$ cat config.mk
export PLATFORM = sky130hd
export DESIGN_NAME = satarx_crc
export DESIGN_NICKNAME = d
export VERILOG_FILES = /design/src/rtl/sata_pkg.sv /design/src/rtl/satarx_crc.sv
export SDC_FILE = /design/constraint.sdc
export NUM_CORES = 1
export LEC_CHECK = 0
export CORE_MARGIN = 8
export CORE_UTILIZATION = 60
export CTS_CLUSTER_SIZE = 12
export DETAILED_ROUTE_END_ITERATION = 6
export GPL_TIMING_DRIVEN = 0
export PLACE_DENSITY = 0.94
export SLEW_MARGIN = 25
export SYNTH_ARGS = -nofsm -noshare
export SYNTH_HDL_FRONTEND = slang
export SYNTH_SLANG_ARGS = --single-unit
$ cat constraint.sdc
create_clock -name S_AXI_ACLK -period 6.4 [get_ports S_AXI_ACLK]
set_input_delay 1.92 -clock S_AXI_ACLK [delete_from_list [all_inputs] [get_ports S_AXI_ACLK]]
set_output_delay 1.92 -clock S_AXI_ACLK [all_outputs]
set_load 0.05 [all_outputs]
$ cat src/rtl/sata_pkg.sv
// Shared SATA link-layer constants and the CRC-32 step function.
// The TX CRC generator and the RX checker both call crc_step, so the two ends
// of the link always agree on bit order and seed handling.
package sata_pkg;

    localparam logic [31:0] SATA_CRC_INIT = 32'h52325032;
    localparam logic [31:0] SATA_CRC_POLY = 32'h04c11db7;

    // One dword of CRC-32: serial shift, data MSB first, no reflection, no final XOR.
    function automatic logic [31:0] crc_step(
        input logic [31:0] crc,
        input logic [31:0] data,
        input logic [31:0] poly = SATA_CRC_POLY
    );
        logic [31:0] c;
        logic        fb;
        c = crc;
        for (int i = 31; i >= 0; i--) begin
            fb = c[31] ^ data[i];
            c  = {c[30:0], 1'b0};
            if (fb) begin
                c = c ^ poly;
            end
        end
        return c;
    endfunction

endpackage

$ cat src/rtl/satarx_crc.sv
// Link-layer receive CRC checker. Sits on the descrambled frame stream, strips
// the trailing CRC dword, moves TLAST onto the last payload dword and flags a
// CRC mismatch in TUSER on that same beat.
//
// One payload dword is always held back in r_data: we cannot know a dword is
// the last payload until the following dword arrives carrying TLAST.
module satarx_crc
    import sata_pkg::*;
#(
    parameter logic        OPT_LOWPOWER = 1'b0,
    parameter logic [31:0] INITIAL_CRC  = SATA_CRC_INIT,
    parameter logic [31:0] POLYNOMIAL   = SATA_CRC_POLY
) (
    input  logic        S_AXI_ACLK,
    input  logic        S_AXI_ARESETN,

    input  logic        S_AXIS_TVALID,
    output logic        S_AXIS_TREADY,
    input  logic [31:0] S_AXIS_TDATA,
    input  logic        S_AXIS_TLAST,

    output logic        M_AXIS_TVALID,
    input  logic        M_AXIS_TREADY,
    output logic [31:0] M_AXIS_TDATA,
    output logic        M_AXIS_TLAST,
    output logic        M_AXIS_TUSER,

    output logic        o_short_frame
);

    logic        r_have;
    logic [31:0] r_data;
    logic [31:0] r_crc;
    logic        s_accept;
    logic        m_fire;

    // Input can move whenever the output register is empty or draining this cycle.
    always_comb begin
        S_AXIS_TREADY = !M_AXIS_TVALID || M_AXIS_TREADY;
        s_accept      = S_AXIS_TVALID && S_AXIS_TREADY;
        m_fire        = M_AXIS_TVALID && M_AXIS_TREADY;
    end

    // Hold register, running CRC and output register; input accept overrides the drain.
    always_ff @(posedge S_AXI_ACLK or negedge S_AXI_ARESETN) begin
        if (!S_AXI_ARESETN) begin
            r_have        <= 1'b0;
            r_data        <= '0;
            r_crc         <= INITIAL_CRC;
            M_AXIS_TVALID <= 1'b0;
            M_AXIS_TDATA  <= '0;
            M_AXIS_TLAST  <= 1'b0;
            M_AXIS_TUSER  <= 1'b0;
            o_short_frame <= 1'b0;
        end else begin
            o_short_frame <= 1'b0;

            if (m_fire) begin
                M_AXIS_TVALID <= 1'b0;
                M_AXIS_TLAST  <= 1'b0;
                M_AXIS_TUSER  <= 1'b0;
                if (OPT_LOWPOWER) begin
                    M_AXIS_TDATA <= '0;
                end
            end

            if (s_accept) begin
                if (!S_AXIS_TLAST) begin
                    if (r_have) begin
                        M_AXIS_TVALID <= 1'b1;
                        M_AXIS_TDATA  <= r_data;
                        M_AXIS_TLAST  <= 1'b0;
                        M_AXIS_TUSER  <= 1'b0;
                    end
                    r_data <= S_AXIS_TDATA;
                    r_have <= 1'b1;
                    r_crc  <= crc_step(r_crc, S_AXIS_TDATA, POLYNOMIAL);
                end else begin
                    // r_crc already includes the held dword; the CRC dword itself is never folded in.
                    if (r_have) begin
                        M_AXIS_TVALID <= 1'b1;
                        M_AXIS_TDATA  <= r_data;
                        M_AXIS_TLAST  <= 1'b1;
                        M_AXIS_TUSER  <= (r_crc != S_AXIS_TDATA);
                    end else begin
                        o_short_frame <= 1'b1;
                    end
                    r_have <= 1'b0;
                    r_crc  <= INITIAL_CRC;
                end
            end
        end
    end

endmodule

==> impl_metrics.tcl, run 1 <==
set metrics [dict create \
    initial_utilization_pct 61.3 \
    place_area_um2 7910 \
    cp-start-kind "input port" \
    first_global_vias 4554 \
    cts.clk_slew.worst_paths_ns 0.07 \
    slew_viol_final 0 \
    final_nets 637 \
    layout.cells.most_common_list "sky130_fd_sc_hd__xnor2_1 (148), sky130_fd_sc_hd__dfrtp_1 (90), sky130_fd_sc_hd__clkdlybuf4s50_1 (72)" \
    grt_max_degree 62 \
    ys_async_sr_fraction_pct 100 \
    holdPathStages 1 \
    hold_violations 0 \
    synth_enable_flop_cells 0 \
    layout-drive-gt1-share_pct 21.7 \
    wl_per_cell_um 23.0 \
    worst_pin_slew_ns 0.804 \
    post_cts_buffers 0 \
    post-dp-hpwl_um 13600 \
    ys_dominant_reg_cell "sky130_fd_sc_hd__dfrtp_1" \
    grt_antenna_before_repair 0 \
    drt-pass1-iter-count 5 \
    cp_data_required_time_ns 6.64 \
    clockBufferDepth 2 \
    crit_path_frequent_cell "sky130_fd_sc_hd__xnor2_1" \
    area_growth_pct 18.0 \
    ys_warn_count 0 \
    worst_setup_path_end_kind "flip-flop" \
    drc_errors 0 \
    num_vias 4220 \
    final.min_clock_period_ns 5.69 \
    chipHeight_um 124 \
    place.port_buffers 73 \
    yosysSeqAreaShare_pct 36.4 \
    rr_startpoint "r_crc[12]" \
    drt-total-wl_um 17200 \
    floorplan.die_area_um2 15300 \
    antenna_cells 0 \
    path_cells "clkdlybuf4s50_1 -> xor2_1 -> xnor3_1 -> xnor2_1 -> xnor3_1 -> xnor2_1 -> xor3_2 -> xor2_2 -> xnor2_1 -> a22o_1" \
    grt-ovfl-total 0 \
    global_route.usage.total_pct 23.7 \
    totalNegativeSetupSlack_ns 0 \
    cts_tree "yes" \
    core.rowCount 39 \
    most_common_cell_after_layout_fill_and_taps_aside "sky130_fd_sc_hd__xnor2_1" \
    rsz0062_at_grt "no" \
    place.gp.congestion 1.01 \
    skew_ns 0.00715 \
    rr_worst_depth 9 \
    post_drt_via_cell_ratio 5.66 \
    worstSkewPairLatency_ns 0.35 \
    ctsResizeCount 0 \
    max_freq_mhz 176 \
    clock-sinks 101 \
    synth_cell_type_count 34 \
    coreArea_um2 11400 \
    timing.hold.worst.start "r_have" \
    cts_inserted_buffers 9 \
    ctsRootBufferMaster "sky130_fd_sc_hd__clkbuf_16" \
    worst_hold_path_type "flip-flop to flip-flop" \
    arr_time_crit_path_ns 5.93 \
    synth-seq-cells 101 \
    syn-cell-area_um2 6970 \
    timing_worst_setup_path_type "input port to flip-flop" \
    initialDrtViolationCount 305 \
    ant_nets 0 \
    timing.critical_path.fanout_max 4 \
    place_worst_setup_slack_ns 0.402 \
    grt_first_pass_wirelength_um 26600 \
    syn_inst 513 \
    htree_num_levels 3 \
    ctsHoldBuffers 0 \
    final_hold_slack_ns 0.498 \
    timing.slew.headroom_pct 46.0 \
    worst_path_largest_cell_delay_ns 0.62 \
    syn-num-nets 552 \
    maxCapViolCount 0 \
    finalCritPeriodShare_pct 88.9 \
    result_of_the_run "finished clean" \
    syn_avg_cell_area_um2 13.6 \
    die_x_um 124 \
    setup.worst_path.start "S_AXIS_TDATA[12]" \
    setup_slack_ns 0.711 \
    ios 74 \
    crit_slowest_cell "sky130_fd_sc_hd__xor2_1" \
    finalSetupViolCount 0 \
    post_route_design_area_um2 8230 \
]
==> state kept, by name (all words and copies together) (netlist names) <==
register,cells
M_AXIS_TDATA,32
M_AXIS_TLAST,1
M_AXIS_TUSER,1
M_AXIS_TVALID,1
o_short_frame,1
r_crc,32
r_data,32
r_have,1
==> critical path, delay by kind of cell <==
kind,cells,cell delay (ns)
xor gates and xnor gates,8,3.29
buffers and inverters,1,0.51
AOI/OAI and AO/OA,1,0.20
==> area by class of cell <==
cell class | instances | area [um2]
clock buffer | 9 | 225
sequential | 101 | 2540
tap | 143 | 179
clock inverter | 7 | 93.8
inverter | 3 | 11.3
timing repair buffer | 74 | 759
buffer | 12 | 45.0
fill | 744 | 3140
multi-input combinational | 397 | 4380
==> per-stage QoR <==
stage	cells	utilization, %
2_1_floorplan	513	-
6_report	746	72.4
3_3_place_gp	729	69.3
5_1_grt	746	72.4
4_1_cts	746	72.4
3_5_place_dp	730	69.6
==> routing by layer <==
metal / up-vias / part of all wire (%) / wire length (um) / track usage, %
met5: - / 0 / 0 / 0
met4: 0 / 2.1 / 354 / 7.75
met3: 22 / 7.1 / 1230 / 5.35
met2: 144 / 50 / 8570 / 39.5
met1: 2158 / 41 / 7030 / 30.0
li1: 1896 / - / - / -
==> worst paths after layout <==
kind | slack [ns] | to
min reg2reg | 0.50 | o_short_frame
max reg2reg | 2.25 | r_crc[7]
max | 0.71 | r_crc[7]
max in group asynchronous | 4.25 | r_crc[5]
min in group asynchronous | 1.47 | r_crc[27]
min | 0.50 | o_short_frame
==> cell families (layout without fill, tap and decap cells) <==
family	count (synthesis)	count (layout)	synth area share [%]
compound gates	34	34	3.62
mux	64	64	10.3
xor+xnor	260	260	45.9
fa+ha+maj	2	2	0.359
simple gates	37	37	2.55
buf+inv	15	105	0.807
flops	101	101	36.4
==> cells in the mapped netlist (2+ instances only) <==
cell	count	share of area (%)
sky130_fd_sc_hd__ha_1	2	0.36
sky130_fd_sc_hd__o31ai_1	2	0.22
sky130_fd_sc_hd__xnor2_4	4	1.6
sky130_fd_sc_hd__dfrtp_1	90	32
sky130_fd_sc_hd__xor3_2	3	1.1
sky130_fd_sc_hd__dfstp_2	11	4.1
sky130_fd_sc_hd__xor3_1	4	1.4
sky130_fd_sc_hd__xnor3_1	36	12
sky130_fd_sc_hd__xor2_1	36	4.5
sky130_fd_sc_hd__inv_1	2	0.11
sky130_fd_sc_hd__clkbuf_1	12	0.65
sky130_fd_sc_hd__xor2_2	9	2.1
sky130_fd_sc_hd__nand3_1	4	0.29
sky130_fd_sc_hd__mux2_2	64	10
sky130_fd_sc_hd__xnor2_1	148	19
sky130_fd_sc_hd__a22o_1	18	2.3
sky130_fd_sc_hd__nand4_1	5	0.45
sky130_fd_sc_hd__nor2_1	12	0.65
sky130_fd_sc_hd__xnor2_2	17	4.0
sky130_fd_sc_hd__xnor3_2	2	0.68
sky130_fd_sc_hd__a21oi_1	11	0.79
sky130_fd_sc_hd__nand2_1	9	0.48
Power of run 1 is not shown: default switching activity piles up to over one toggle a cycle in this logic, so the estimate is an artifact.
==> run 2, diff against run 1 <==
--- a/config.mk
+++ b/config.mk
@@ -5,6 +5,7 @@
 export SDC_FILE = /design/constraint.sdc
 export NUM_CORES = 1
 export LEC_CHECK = 0
+export ABC_AREA = 0
 export CORE_MARGIN = 8
 export CORE_UTILIZATION = 60
 export CTS_CLUSTER_SIZE = 12
==> results of run 2 <==
No change in the layout: final DEF, timing and power equal those of run 1.
Power of run 2 is left out for the same reason.
